### src/rtl/fetch_stage_if.sv
// fetch_stage_if: instruction-memory, fetch-to-decode and redirect signals of the fetch stage.
interface fetch_stage_if #(
    parameter int ADDR_WIDTH = 32,
    parameter int INSN_WIDTH = 32
);
    logic                  mem_req_valid;
    logic [ADDR_WIDTH-1:0] mem_req_addr;
    logic                  mem_req_ready;
    logic                  mem_rsp_valid;
    logic [INSN_WIDTH-1:0] mem_rsp_data;
    logic                  f2d_valid;
    logic [ADDR_WIDTH-1:0] f2d_pc;
    logic [INSN_WIDTH-1:0] f2d_insn;
    logic                  f2d_accept;
    logic                  redirect_valid;
    logic [ADDR_WIDTH-1:0] redirect_pc;
    modport master (
        output mem_req_valid, mem_req_addr, f2d_valid, f2d_pc, f2d_insn,
        input  mem_req_ready, mem_rsp_valid, mem_rsp_data, f2d_accept, redirect_valid, redirect_pc
    );
    modport slave (
        input  mem_req_valid, mem_req_addr, f2d_valid, f2d_pc, f2d_insn,
        output mem_req_ready, mem_rsp_valid, mem_rsp_data, f2d_accept, redirect_valid, redirect_pc
    );
endinterface

### src/rtl/fetch_stage.sv
// fetch_stage: owns the PC, issues one instruction read at a time, hands packets to decode
// and drops responses made stale by an execute redirect.
module fetch_stage #(
    parameter int                    ADDR_WIDTH = 32,
    parameter int                    INSN_WIDTH = 32,
    parameter int                    INSN_BYTES = 4,
    parameter logic [ADDR_WIDTH-1:0] RESET_PC   = '0
) (
    input logic           clk,
    input logic           reset,
    fetch_stage_if.master bus
);
    typedef enum logic [2:0] {START, REQUEST, WAIT_RSP, DROP, HOLD} state_t;
    state_t                state, state_n;
    logic [ADDR_WIDTH-1:0] pc, pc_n, target, f2d_pc;
    logic [INSN_WIDTH-1:0] f2d_insn;
    logic                  f2d_valid, send, redirect, rsp;
    assign redirect = bus.redirect_valid;
    assign rsp      = bus.mem_rsp_valid;
    assign target   = bus.redirect_pc & ~ADDR_WIDTH'(INSN_BYTES - 1);
    always_comb begin
        state_n = state;
        send    = 1'b0;
        case (state)
            START:    state_n = REQUEST;
            REQUEST:  state_n = bus.mem_req_ready ? (redirect ? DROP : WAIT_RSP) : REQUEST;
            WAIT_RSP: begin
                send    = rsp && !redirect;
                state_n = rsp ? (redirect ? REQUEST : HOLD) : (redirect ? DROP : WAIT_RSP);
            end
            DROP:     state_n = rsp ? REQUEST : DROP;
            HOLD:     state_n = (redirect || bus.f2d_accept) ? REQUEST : HOLD;
            default:  state_n = START;
        endcase
        pc_n = redirect ? target : send ? pc + ADDR_WIDTH'(INSN_BYTES) : pc;
    end
    always_ff @(posedge clk or posedge reset) begin
        if (reset) begin
            state     <= START;
            pc        <= RESET_PC;
            f2d_valid <= 1'b0;
            f2d_pc    <= '0;
            f2d_insn  <= '0;
        end else begin
            state <= state_n;
            pc    <= pc_n;
            if (send) begin
                f2d_valid <= 1'b1;
                f2d_pc    <= pc;
                f2d_insn  <= bus.mem_rsp_data;
            end else if (state == HOLD && state_n == REQUEST) begin
                f2d_valid <= 1'b0;
            end
        end
    end
    assign bus.mem_req_valid = (state == REQUEST);
    assign bus.mem_req_addr  = pc;
    assign bus.f2d_valid     = f2d_valid;
    assign bus.f2d_pc        = f2d_pc;
    assign bus.f2d_insn      = f2d_insn;
    // A response with nothing outstanding is a memory protocol violation.
    assert property (@(posedge clk) disable iff (reset)
        !(rsp && (state == START || state == REQUEST || state == HOLD)));
    assert property (@(posedge clk) disable iff (reset) !(send && f2d_valid));
endmodule
### src/flat_wrapper.sv
// flat-port wrapper written by rule: the top's interface ports become plain ports
module fetch_stage_flat 
#(
    parameter int                    ADDR_WIDTH = 32,
    parameter int                    INSN_WIDTH = 32,
    parameter int                    INSN_BYTES = 4,
    parameter logic [ADDR_WIDTH-1:0] RESET_PC   = '0
)
  (clk, reset, bus_mem_req_valid, bus_mem_req_addr, bus_f2d_valid, bus_f2d_pc, bus_f2d_insn, bus_mem_req_ready, bus_mem_rsp_valid, bus_mem_rsp_data, bus_f2d_accept, bus_redirect_valid, bus_redirect_pc);
  fetch_stage_if #(.ADDR_WIDTH(ADDR_WIDTH), .INSN_WIDTH(INSN_WIDTH)) bus_i ();
  input logic clk;
  input logic reset;
  output wire logic [$bits(bus_i.mem_req_valid)-1:0] bus_mem_req_valid;
  output wire logic [$bits(bus_i.mem_req_addr)-1:0] bus_mem_req_addr;
  output wire logic [$bits(bus_i.f2d_valid)-1:0] bus_f2d_valid;
  output wire logic [$bits(bus_i.f2d_pc)-1:0] bus_f2d_pc;
  output wire logic [$bits(bus_i.f2d_insn)-1:0] bus_f2d_insn;
  input wire logic [$bits(bus_i.mem_req_ready)-1:0] bus_mem_req_ready;
  input wire logic [$bits(bus_i.mem_rsp_valid)-1:0] bus_mem_rsp_valid;
  input wire logic [$bits(bus_i.mem_rsp_data)-1:0] bus_mem_rsp_data;
  input wire logic [$bits(bus_i.f2d_accept)-1:0] bus_f2d_accept;
  input wire logic [$bits(bus_i.redirect_valid)-1:0] bus_redirect_valid;
  input wire logic [$bits(bus_i.redirect_pc)-1:0] bus_redirect_pc;
  assign bus_mem_req_valid = bus_i.mem_req_valid;
  assign bus_mem_req_addr = bus_i.mem_req_addr;
  assign bus_f2d_valid = bus_i.f2d_valid;
  assign bus_f2d_pc = bus_i.f2d_pc;
  assign bus_f2d_insn = bus_i.f2d_insn;
  assign bus_i.mem_req_ready = bus_mem_req_ready;
  assign bus_i.mem_rsp_valid = bus_mem_rsp_valid;
  assign bus_i.mem_rsp_data = bus_mem_rsp_data;
  assign bus_i.f2d_accept = bus_f2d_accept;
  assign bus_i.redirect_valid = bus_redirect_valid;
  assign bus_i.redirect_pc = bus_redirect_pc;
  fetch_stage #(.ADDR_WIDTH(ADDR_WIDTH), .INSN_WIDTH(INSN_WIDTH), .INSN_BYTES(INSN_BYTES), .RESET_PC(RESET_PC)) u_core (.clk(clk), .reset(reset), .bus(bus_i));
endmodule
### config.mk
export PLATFORM = sky130hd
export DESIGN_NAME = fetch_stage_flat
export DESIGN_NICKNAME = d
export VERILOG_FILES = /design/src/rtl/fetch_stage_if.sv /design/src/rtl/fetch_stage.sv /design/src/flat_wrapper.sv
export SDC_FILE = /design/constraint.sdc
export NUM_CORES = 1
export LEC_CHECK = 0
export ABC_CLOCK_PERIOD_IN_PS = 2900
export CORE_MARGIN = 2
export CORE_UTILIZATION = 40
export CTS_CLUSTER_DIAMETER = 40
export DETAILED_ROUTE_END_ITERATION = 7
export HOLD_SLACK_MARGIN = 0.05
export PLACE_DENSITY = 0.77
export SLEW_MARGIN = 20
export SYNTH_ARGS = -nofsm -noshare
export SYNTH_HDL_FRONTEND = slang
export SYNTH_SLANG_ARGS = --single-unit
### constraint.sdc
create_clock -name clk -period 2.9 [get_ports clk]
set_input_delay 0.29 -clock clk [delete_from_list [all_inputs] [get_ports clk]]
set_output_delay 0.29 -clock clk [all_outputs]
set_load 0.02 [all_outputs]
== Word level (Yosys, flattened, before mapping) ==
Cells that the tools add are included.

* Logic and storage cells: 30
* Output and inout bits: 98
* Register bits: 100
* Input bits: 70

* Reduce and logical (&&, ||, !) cells: 7
* Muxes and demuxes: 12
* Eq/ne operators: 5
* Add/sub/neg operators: 1

{| class="wikitable"
|+ Operators with widths
! kind !! number
|-
| 2-to-1 mux 32 bit || 2
|-
| adder 32 x 3 -> 32 bit, second input constant || 1
|-
| case mux 3 bit (5 select lines) || 1
|-
| 2-to-1 mux 3 bit || 3
|-
| == test 3 x 1 -> 1 bit, second input constant || 2
|-
| == test 3 x 2 -> 1 bit, second input constant || 2
|-
| 2-to-1 mux 1 bit || 4
|-
| 2-to-1 mux 2 bit || 2
|-
| nonzero test 2 bit || 2
|-
| == test 3 bit, second input constant || 1
|-
| zero test 3 bit || 1
|-
| logical AND 1 bit || 2
|-
| zero test 1 bit || 1
|-
| logical OR 1 bit || 1
|}

== Logic depth before layout (Yosys ltp) ==
Gate-level depths: netlist (run 1).

* Depth after elaboration: 7
* Mapped depth: 6
* Gate-level depth less buffers: 5

== Worst setup path before layout (run 1) ==
OpenSTA, ideal clock, no wires.

* Path kind: register to register
* From: register u_core.pc[2], in the netlist u_core.bus.mem_req_addr[2]
* To: register u_core.pc[31], in the netlist u_core.bus.mem_req_addr[31]
* Arrival time: 1.622 ns
* Data required time: 2.776 ns
* Cell stages (with the launch flop): 6
* Buffers on the path: 1
* Setup time: 0.124 ns
* Slack: 1.154 ns
* Clock period less this slack: 1.746 ns
* Path through: dfrtp_1 > and2_1 > clkbuf_1 > nand4_4 > o31a_1 > o31a_1

* Cells in the longest elaborated chain, start to end: 3

{| class="wikitable"
|+ Ends and longest elaborated chain
! item !! RTL line !! source
|-
| start, declared || fetch_stage.sv:15 || <nowiki>logic [ADDR_WIDTH-1:0] pc, pc_n, target, f2d_pc;</nowiki>
|-
| start signal, assigned || fetch_stage.sv:46 || <nowiki>pc <= pc_n;</nowiki>
|-
| adder 32 x 3 -> 32 bit || fetch_stage.sv:35 || <nowiki>pc_n = redirect ? target : send ? pc + ADDR_WIDTH'(INSN_BYTES) : pc;</nowiki>
|-
| 2-to-1 mux 32 bit (2 in a row) || fetch_stage.sv:35 ||
|}

No other way between the ends. The select of a mux whose other input is x is not followed.
A chain may end at the register's enable or synchronous reset.

== Final worst setup path (run 1) ==
* From: register u_core.state[1]
* To: output port bus_mem_req_valid

* Cells in the longest elaborated chain, start to end: 1

{| class="wikitable"
|+ Ends and longest elaborated chain
! item !! RTL line !! source
|-
| start, declared || fetch_stage.sv:14 || <nowiki>state_t state, state_n;</nowiki>
|-
| start signal, assigned || fetch_stage.sv:45 || <nowiki>state <= state_n;</nowiki>
|-
| == test 3 x 1 -> 1 bit || fetch_stage.sv:56 || <nowiki>assign bus.mem_req_valid = (state == REQUEST);</nowiki>
|-
| end, declared || flat_wrapper.sv:13 || <nowiki>output wire logic [$bits(bus_i.mem_req_valid)-1:0] bus_mem_req_valid;</nowiki>
|}

No other way between the ends.

==> key figures, run 1 <==
Status
  – Run status: finished clean

Routing
  – Post-DR vias/cell: about 5
  – Antenna viol nets, final: 0
  – DRC: 0
  – Iter 0 DRT Violations: about 130
  – Average wire per cell in the routed design: around 16 um
  – Total wire length: roughly 11000 um
  – First-pass iteration count of the detailed router: 5
  – Overall via count from detail_route: approximately 3300

Synthesis
  – Register bit count reported by yosys: 96
  – Most common library cells after synthesis: dfrtp_1, mux2_2, nand2_1
  – Largest family of logic cells by synthesized area: multiplexers
  – Mapped Cells: between 300 and 400
  – Avg Cell Area, Syn: approximately 12 sq um
  – Proportion of register bits with asynchronous set or reset after synthesis: 100.0%
  – Compound-gate portion of the synthesized area: roughly 4.8%
  – Leading cell types by total area after synthesis: dfrtp_1, mux2_2, xnor2_1, nand2_1, o21ai_0
  – Unique cell type count in the Yosys netlist: 40
  – Number of synthesized flops with an enable pin: 0
  – Top_reg_cell synth: dfrtp_1
  – Netlist Area Pre-Place: 4313 sq um
  – Most area-hungry cell type in the Yosys netlist: dfrtp_1
  – Post-synth top area share: between 50% and 60%
  – Warning count from the yosys run: 0
  – Post-synthesis simple-gate area fraction: 13.69%
  – Most frequently used cell type in the post-synthesis netlist: dfrtp_1
  – Xor/xnor share of the synthesized area: under 10%
  – Adder-cell area share of the yosys netlist: 0.2901%
  – Part of the Yosys area used for sequential elements: 55.70%
  – Proportion of synthesized area in mux cells: 16.68%

STA
  – Post-layout min period: roughly 2000 ps
  – Sum of negative setup slack: 0 ps
  – Final Cycle Share: 68.81%
  – Transition time at the pin with the least slew margin: 914.5 ps
  – Final clock skew: 10.36 ps
  – Final-layout worst hold slack: a little under 500 ps
  – Number of hold violations in the final report: 0
  – Setup violators final: 0
  – Unrepaired setup endpoints after global routing: false
  – Max Fclk: about 500 MHz
  – Final number of max-transition violations: 0
  – Normalized max-slew margin: approximately two fifths

Critical path
  – Reg2Reg Launch Point: u_core.state[2]$_DFF_PP0_
  – Setup crit end kind: output port
  – Kind of start point of the critical path: flip-flop
  – Largest driver fanout on the critical path: 7
  – CP required: between 2000 and 3000 ps
  – CP startpoint: u_core.state[1]$_DFF_PP0_
  – Data arrival time at the worst-slack endpoint: approximately 1700 ps
  – Kind of critical path: reg2out

Die
  – Area inside the core boundary: 10420 sq um
  – Width of the die: around 110 um
  – Number of placement rows: 37
  – Number of I/O pins: roughly 170
  – DIE AREA: about 12000 sq um
  – Effective utilization at floorplan: 41.41%
  – Die height: around 110 um

Cells and area
  – Proportion of layout cells with a drive suffix above 1: between 10% and 20%
  – N_diodes: 0
  – Layout area overhead: 44.73%
  – Count of fill cells added during filler insertion: ~870
  – Fin nets: slightly below 600

CTS
  – Number of CTS-inserted buffers: 9
  – Post-CTS setup buffer count: 0
  – Hold buffer count at CTS: 0
  – Buffers from clock root to sink, at most: 2
  – Sink count of the clock tree: 96
  – Clock transition at the register clock pins on the worst setup and hold paths after CTS: around 90 ps
  – CTS tree: yes
  – Root Buffer Master: clkbuf_8
  – CTS H-tree lvls: 3
  – Post-CTS Resized: 0
  – Source-to-sink clock delay at the later pin of the worst-skew pair: around 350 ps

Hold path
  – Min-delay worst type: in2async

GRT
  – First-pass GRT wire length: between 15000 and 20000 um
  – Initial antenna violation count: 0
  – Largest net degree at the start of global routing: 75
  – GR Overflow Total: 0
  – Total global routing track utilization: around 18%
  – Vias in the first global route: between 3000 and 4000

Job
  – MaxCap Viol Count: 0

Placed design
  – Placer's final routability congestion estimate: between 0.7 and 0.8
  – Number of buffer cells added on primary ports: between 150 and 200
  – Total half-perimeter wirelength after legalization and detailed placement: about 7700 um

Pwr
  – Areal power density over the cells: around 840 nW/um^2
  – IR Drop Worst-Case VDD: around 540 uV
  – Design Power: roughly 0.0053 W
  – Static leakage: around 2.5 nW
==> metal layers <==
layer / GRT usage, % / vias to the layer above / wire length (um)
met4: 4.670 / 0 / 112
met5: 0 / - / 0
met1: 23.90 / 1632 / 4498
met2: 30.91 / 114 / 5255
li1: - / 1551 / -
met3: 3.995 / 12 / 650
==> power by group <==
group | internal (W) | leakage [nW] | switching [W]
combinational | 0.00121 | 1.24 | 0.00102
sequential | 0.00180 | 1.20 | 0.000292
clock | 0.000478 | 0.101 | 0.000456
==> state kept, by name (all words and copies together), names as in the netlist <==
signal and flops:
u_core.bus.mem_req_addr 30, u_core.bus.f2d_pc 30, u_core.bus.f2d_insn 32, u_core.state 3
u_core.bus.f2d_valid 1
==> worst paths after layout <==
path | slack [ps] | endpoint | cells past startpoint
max | 900 | bus_mem_req_valid | 2
min | 480 | u_core.bus.f2d_insn[29]$_DFFE_PP0P_ | 2
max reg2reg | 1000 | u_core.bus.mem_req_addr[31]$_DFFE_PP0N_ | 4
min reg2reg | 510 | u_core.bus.f2d_pc[13]$_DFFE_PP0P_ | 1
max in group asynchronous | 1680 | u_core.bus.f2d_pc[27]$_DFFE_PP0P_ | 3
min in group clk | 490 | u_core.bus.mem_req_addr[21]$_DFFE_PP0N_ | 3
==> cells in the final DEF, fill, tap and decap left out, types with 2 or more instances in the layout <==
cell             netlist  routed
a21oi_1                2       2
clkbuf_8               0       9
conb_1                 1       4
and4_1                 4       4
nor4_2                 3       3
mux2_2                63      63
and3_1                 4       4
o31a_1                 2       2
buf_4                  6       5
inv_1                  4       3
clkdlybuf4s50_1        0     160
xor2_1                11      11
o21ai_2                2       2
clkinvlp_4             0       2
nor2_1                10       9
dfrtp_1               96      96
bufinv_16              0       2
o21ai_1                5       5
clkinv_2               0       2
nand4_1                9       9
nor3_1                 5       5
xnor2_1               17      17
o21ai_0               26      26
nand2_1               38      38
nand3_1               14      14
==> worst max-delay path, cell delays in order (launching register included) <==
cell and delay, ps:
dfrtp_1 460, nor3b_1 240, clkdlybuf4s50_1 660
==> cells by family (layout without fill, tap and decap cells) <==
logic type                 Yosys count  count (layout)
and+or+nand+nor                    101             101
adders and majority gates            1               1
DFF                                 96              96
AOI/OAI and AO/OA                   38              38
other                                1               4
xor gates and xnor gates            28              28
buffers and inverters               26             185
muxes                               64              64
==> cell type report <==
class | instances | area (sq um) | area share (%)
repair buffers | 166 | 1644 | 26.34
clock inverters | 6 | 85.08 | 1.363
clock buffers | 9 | 123.9 | 1.984
well taps | 136 | 170.2 | 2.726
multi-input cells | 236 | 1799 | 28.82
flip-flops and latches | 96 | 2402 | 38.48
inverters | 4 | 17.52 | 0.2806
==> stage by stage <==
step	setup slack [ps]	cells	area (sq um)	utilization, %
3_5_place_dp	746.0	638	6033	57.92
2_1_floorplan	104.6	358	4324	-
6_report	904.5	653	6242	59.93
3_3_place_gp	762.7	638	6033	57.92
4_1_cts	879.8	653	6242	59.93
5_1_grt	838.2	653	6242	59.93
(Power assumes the default switching activity.)
==> run 2: changes to the inputs <==
- ABC_CLOCK_PERIOD_IN_PS: 2900 -> 1890
- CORE_UTILIZATION: 40 -> 44
- PLACE_DENSITY: 0.77 -> 0.81
- clock period: 2.9 -> 1.89 ns (I/O delays scaled with it)
==> run 2 against run 1 <==
Clock power rose by 43%. Utilization is 6.8 points higher. Flip-flop and latch count did not move. Critical endpoint is now u_core.bus.mem_req_addr[31]$_DFFE_PP0N_. Critical path depth up 2. Register-to-register slack got worse by 880 ps. Largest power group unchanged. Count of clock-buffer cells in the layout unchanged. Via count grew 0.21%. Hold slack got worse by 140 ps. Sequential share of layout area fell by 1.1 points. Sequential power grew 52%. Highest routed layer unchanged. Final area up 3.1%. Global-route usage up 1.1 points. Largest cell class unchanged.
==> key figures, run 2 (synthesized netlist as in run 1, its figures left out) <==
Routing
  – Post-DR vias/cell: ~5
  – Average wire per cell in the routed design: between 15 and 20 um
  – Overall via count from detail_route: roughly 3300
  – Antenna viol nets, final: 0
  – Iter 0 DRT Violations: ~140
  – DRC: 0
  – Total wire length: a little over 10000 um
  – First-pass iteration count of the detailed router: 4

Pwr
  – Areal power density over the cells: roughly 1200 nW/um^2
  – IR Drop Worst-Case VDD: roughly 840 uV
  – Static leakage: 2.659 nW

Cells and area
  – N_diodes: 0
  – Count of placed standard cells in the final layout, fillers left out: between 600 and 700
  – Fin nets: 603
  – Proportion of layout cells with a drive suffix above 1: about 22%
  – Number of flip-flops under the largest register name: 32
  – Commonest non-fill, non-tap cell in the layout: clkdlybuf4s50_1
  – Layout area overhead: 49.17%
  – Cell area after layout: ~6400 sq um
  – Count of fill cells added during filler insertion: 779
  – Largest reg by FF count: u_core.bus.f2d_insn
  – Commonest non-fill, non-tap cells in the layout: clkdlybuf4s50_1, dfrtp_1, mux2_2

Critical path
  – Critical-path cell list: and4_1, nand4_4, o31a_1, o31a_1
  – Slowest CP cell: dfrtp_1
  – Largest driver fanout on the critical path: 9
  – Data arrival time at the worst-slack endpoint: ~2000 ps
  – Kind of start point of the critical path: flip-flop
  – Cell repeated most along the worst path: o31a_1
  – Kind of cell adding the most delay to the critical path: simple AND/OR/NAND/NOR gates
  – Kind of critical path: reg2reg
  – Longest individual stage delay on the worst path: ~420 ps
  – Setup crit end kind: flip-flop
  – CP required: 2120 ps
  – Buffers plus inverters on the worst setup path: 0

Die
  – Die height: 103.0 um
  – DIE AREA: roughly 11000 sq um
  – Width of the die: between 100 and 150 um
  – Effective utilization at floorplan: approximately 45%
  – Number of placement rows: 36
  – Area inside the core boundary: about 9600 sq um
  – Number of I/O pins: 168

CTS
  – Root Buffer Master: clkbuf_8
  – Clock transition at the register clock pins on the worst setup and hold paths after CTS: about 90 ps
  – CTS H-tree lvls: 3
  – CTS tree: yes
  – Post-CTS Resized: 0
  – Hold buffer count at CTS: 0
  – Source-to-sink clock delay at the later pin of the worst-skew pair: between 300 and 400 ps
  – Number of CTS-inserted buffers: 9
  – Post-CTS setup buffer count: 0
  – Buffers from clock root to sink, at most: 2
  – Sink count of the clock tree: 96

GRT
  – GR Overflow Total: 0
  – Largest net degree at the start of global routing: 97
  – Initial antenna violation count: 0
  – Total global routing track utilization: about a fifth
  – First-pass GRT wire length: about 16000 um
  – Vias in the first global route: around 3300

STA
  – Final Cycle Share: about 94%
  – Max Fclk: 565.8 MHz
  – Final-layout worst hold slack: ~340 ps
  – Unrepaired setup endpoints after global routing: false
  – Final clock skew: between 10 and 15 ps
  – Final number of max-transition violations: 0
  – Worst setup margin: 122.6 ps
  – Number of hold violations in the final report: 0
  – Setup violators final: 0
  – Post-layout min period: 1767 ps
  – Sum of negative setup slack: 0 ps

Hold path
  – Min-delay worst type: in2async

Placed design
  – Post-DP Area: about 6200 sq um
  – Worst slack, placed: -44.99 ps
  – Total half-perimeter wirelength after legalization and detailed placement: ~7600 um
  – Placed cells: 654
  – Placer's final routability congestion estimate: approximately 0.78
  – Number of buffer cells added on primary ports: 161

Status
  – Run status: finished clean

Job
  – MaxCap Viol Count: 0
run 2: power by group:
part	switching, W	internal, W
registers	0.000408	0.00276
clock network	0.000725	0.000615
logic	0.00159	0.00192
run 2: path summary, 6_finish.rpt:
check	from	endpoint	slack, ps	cells after the start
worst max-delay path	u_core.bus.mem_req_addr[7]$_DFFE_PP0N_	u_core.bus.mem_req_addr[31]$_DFFE_PP0N_	120	4
worst min-delay path	reset	u_core.bus.f2d_insn[7]$_DFFE_PP0P_	340	3
worst max register to register	u_core.bus.mem_req_addr[7]$_DFFE_PP0N_	u_core.bus.mem_req_addr[31]$_DFFE_PP0N_	120	4
worst min register to register	u_core.bus.f2d_pc[10]$_DFFE_PP0P_	u_core.bus.f2d_pc[10]$_DFFE_PP0P_	510	1
max in group asynchronous	reset	u_core.bus.mem_req_addr[5]$_DFFE_PP0N_	1170	3
min in group clk	bus_redirect_valid	u_core.bus.mem_req_addr[25]$_DFFE_PP0N_	370	4
run 2: area by class of cell:
cell class,instances,area (sq um),area share [%]
repair buffers,185,1852,28.78
inverters,4,18.77,0.2917
flip-flops and latches,96,2402,37.34
clock buffers,9,123.9,1.925
well taps,133,166.4,2.587
clock inverters,7,71.32,1.109
multi-input cells,236,1799,27.97
run 2: routing by layer:
metal / share of wire [%] / wire, um / GRT usage (%) / vias to the layer above
li1: - / - / - / 1594
met1: 44 / 4547 / 26.46 / 1617
met2: 50 / 5158 / 31.87 / 97
met3: 5.2 / 536 / 4.068 / 8
met4: 0.83 / 86 / 4.858 / 0
met5: 0 / 0 / 0 / -
run 2: worst register-to-register path, cell delays in order (launching register included):
cell and delay [ps]:
dfrtp_1 420, and4_1 390, nand4_4 240, o31a_1 330
o31a_1 270
run 2: metrics by stage:
stage / power, W / utilization [%]
after floorplan: 0.004888 / -
after global placement: 0.006646 / 64.69
after detailed placement: 0.006761 / 64.69
after CTS: 0.008107 / 66.72
after global routing: 0.008437 / 66.74
final: 0.008017 / 66.74
==> run 3: changes to the inputs <==
- CORE_UTILIZATION: 44 -> 45
- CTS_BUF_LIST: unset -> sky130_fd_sc_hd__clkbuf_8
- PLACE_DENSITY: 0.81 -> 0.82
==> run 3 against run 2 <==
Final area down 0.43%. Combinational power about the same. Utilization is 2.3 points higher. Final cell count down 0.90%. Sequential power about the same. Clock skew rose by 1.3 ps. Critical endpoint is now u_core.bus.mem_req_addr[14]$_DFFE_PP0N_.
==> key figures, run 3 (synthesized netlist as in run 1, its figures left out) <==
Status
  – Run status: finished clean

Pwr
  – Static leakage: about 2.6 nW
  – Clock share of power: 16.4%
  – IR Drop Worst-Case VDD: 780.7 uV
  – Fraction of power consumed by combinational cells: 44.0%
  – Net switching fraction of the power: 33.87%
  – Areal power density over the cells: ~1200 nW/um^2
  – Cell-internal power: 0.005264 W
  – Net Sw Power: ~0.0027 W
  – Relative contribution of sequential cells to total power: between 30% and 40%

STA
  – Max Fclk: ~560 MHz
  – Transition time at the pin with the least slew margin: 564.8 ps
  – Worst setup margin: between 100 and 150 ps
  – Final Cycle Share: 93.90%
  – Final clock skew: roughly 15 ps
  – Post-layout min period: 1775 ps
  – Sum of negative setup slack: 0 ps
  – Normalized max-slew margin: around 62%
  – Final number of max-transition violations: 0
  – Number of hold violations in the final report: 0
  – Setup violators final: 0
  – Unrepaired setup endpoints after global routing: false

CTS
  – Post-CTS setup buffer count: 0
  – Clock transition at the register clock pins on the worst setup and hold paths after CTS: 90 ps
  – Buffers from clock root to sink, at most: 2
  – Sink count of the clock tree: 96
  – Root Buffer Master: clkbuf_8
  – Source-to-sink clock delay at the later pin of the worst-skew pair: ~350 ps
  – Number of CTS-inserted buffers: 9
  – CTS tree: yes
  – CTS H-tree lvls: 3
  – Post-CTS Resized: 1
  – Hold buffer count at CTS: 0

GRT
  – Vias in the first global route: 3417
  – Initial antenna violation count: 0
  – Largest net degree at the start of global routing: between 90 and 100
  – First-pass GRT wire length: around 17000 um
  – Total global routing track utilization: between 20 and 25%
  – GR Overflow Total: 0

Routing
  – First-pass iteration count of the detailed router: 4
  – Total wire length: ~10000 um
  – Iter 0 DRT Violations: 174
  – Post-DR vias/cell: roughly 5
  – Overall via count from detail_route: 3315
  – Antenna viol nets, final: 0
  – DRC: 0
  – Average wire per cell in the routed design: 15.67 um

Critical path
  – Slowest CP cell: dfrtp_1
  – Kind of cell adding the most delay to the critical path: simple AND/OR/NAND/NOR gates
  – Largest driver fanout on the critical path: 7
  – Critical-path cell list: and4bb_4, buf_4, and3_1, nand4_1, xor2_1, o21ai_0
  – Buffers plus inverters on the worst setup path: 1
  – R2R Setup Slk: around 120 ps
  – Setup crit end kind: flip-flop
  – Longest individual stage delay on the worst path: about 440 ps
  – Kind of critical path: reg2reg
  – Data arrival time at the worst-slack endpoint: 2030 ps
  – CP required: 2150 ps
  – Kind of start point of the critical path: flip-flop

Die
  – Number of placement rows: 35
  – Die height: roughly 100 um
  – Width of the die: ~100 um
  – Number of I/O pins: ~170
  – Effective utilization at floorplan: between 40% and 50%
  – Area inside the core boundary: roughly 9300 sq um
  – DIE AREA: a little over 10000 sq um

Placed design
  – Total half-perimeter wirelength after legalization and detailed placement: around 7600 um
  – Number of buffer cells added on primary ports: 161
  – Placer's final routability congestion estimate: 0.7708
  – Worst slack, placed: -69.15 ps

Cells and area
  – Finished Core Util: slightly below 70%
  – Number of flip-flops under the largest register name: 32
  – Count of fill cells added during filler insertion: ~700
  – Fin nets: roughly 600
  – Layout area overhead: 48.53%
  – N_diodes: 0
  – Commonest non-fill, non-tap cell in the layout: clkdlybuf4s50_1
  – Proportion of layout cells with a drive suffix above 1: approximately 22%
  – Largest reg by FF count: u_core.bus.f2d_insn
  – Commonest non-fill, non-tap cells in the layout: clkdlybuf4s50_1, dfrtp_1, mux2_2

Hold path
  – Min-delay worst type: in2async

Job
  – MaxCap Viol Count: 0
[run 3: worst paths after layout]
check / to / depth (start not counted) / startpoint
worst max-delay path: u_core.bus.mem_req_addr[14]$_DFFE_PP0N_ / 6 / u_core.state[2]$_DFF_PP0_
worst min-delay path: u_core.bus.f2d_insn[7]$_DFFE_PP0P_ / 3 / reset
worst max register to register: u_core.bus.mem_req_addr[14]$_DFFE_PP0N_ / 6 / u_core.state[2]$_DFF_PP0_
worst min register to register: u_core.bus.f2d_insn[1]$_DFFE_PP0P_ / 1 / u_core.bus.f2d_insn[1]$_DFFE_PP0P_
max in group asynchronous: u_core.bus.mem_req_addr[14]$_DFFE_PP0N_ / 3 / reset
min in group clk: u_core.bus.mem_req_addr[21]$_DFFE_PP0N_ / 3 / bus_redirect_pc[21]
[run 3: layout make-up]
class                           count  area, sq um  area share, %
Clock inverter                      7        65.06          1.016
Timing Repair Buffer              183         1821          28.42
Clock buffer                        9        123.9          1.934
Tap cell                          129        161.4          2.520
Inverter                            4        18.77         0.2930
Multi-Input combinational cell    236         1814          28.32
Sequential cell                    96         2402          37.50
[run 3: metal layers]
layer	vias to the layer above	track usage [%]	routed length, um
li1	1595	-	-
met1	1601	26.77	4441
met2	109	34.56	5265
met3	10	5.062	589
met4	0	4.513	110
met5	-	0	0
[run 3: power groups by stage]
stage	sequential, W	combinational, W	clock (W)
floorplan	0.00406	0.000826	0
global placement	0.00316	0.00348	0
detailed placement	0.00321	0.00354	0
CTS	0.00317	0.00354	0.00134
global route	0.00326	0.00370	0.00144
finish	0.00316	0.00350	0.00130
[run 3: through the flow]
step	total power, W	cells	area [sq um]	hold WS (ps)
after floorplan	0.004888	358	4328	310.0
after global placement	0.006639	648	6203	487.4
after detailed placement	0.006743	648	6203	493.8
after CTS	0.008046	664	6391	355.6
after global routing	0.008404	664	6406	376.3
final	0.007961	664	6406	335.2
[run 3: worst register-to-register path: cells and delay by family (launching register included)]
family | cells | cell delay, ps
xor+xnor | 1 | 160
flops | 1 | 440
buf+inv | 1 | 160
simple gates | 3 | 760
compound gates | 1 | 170
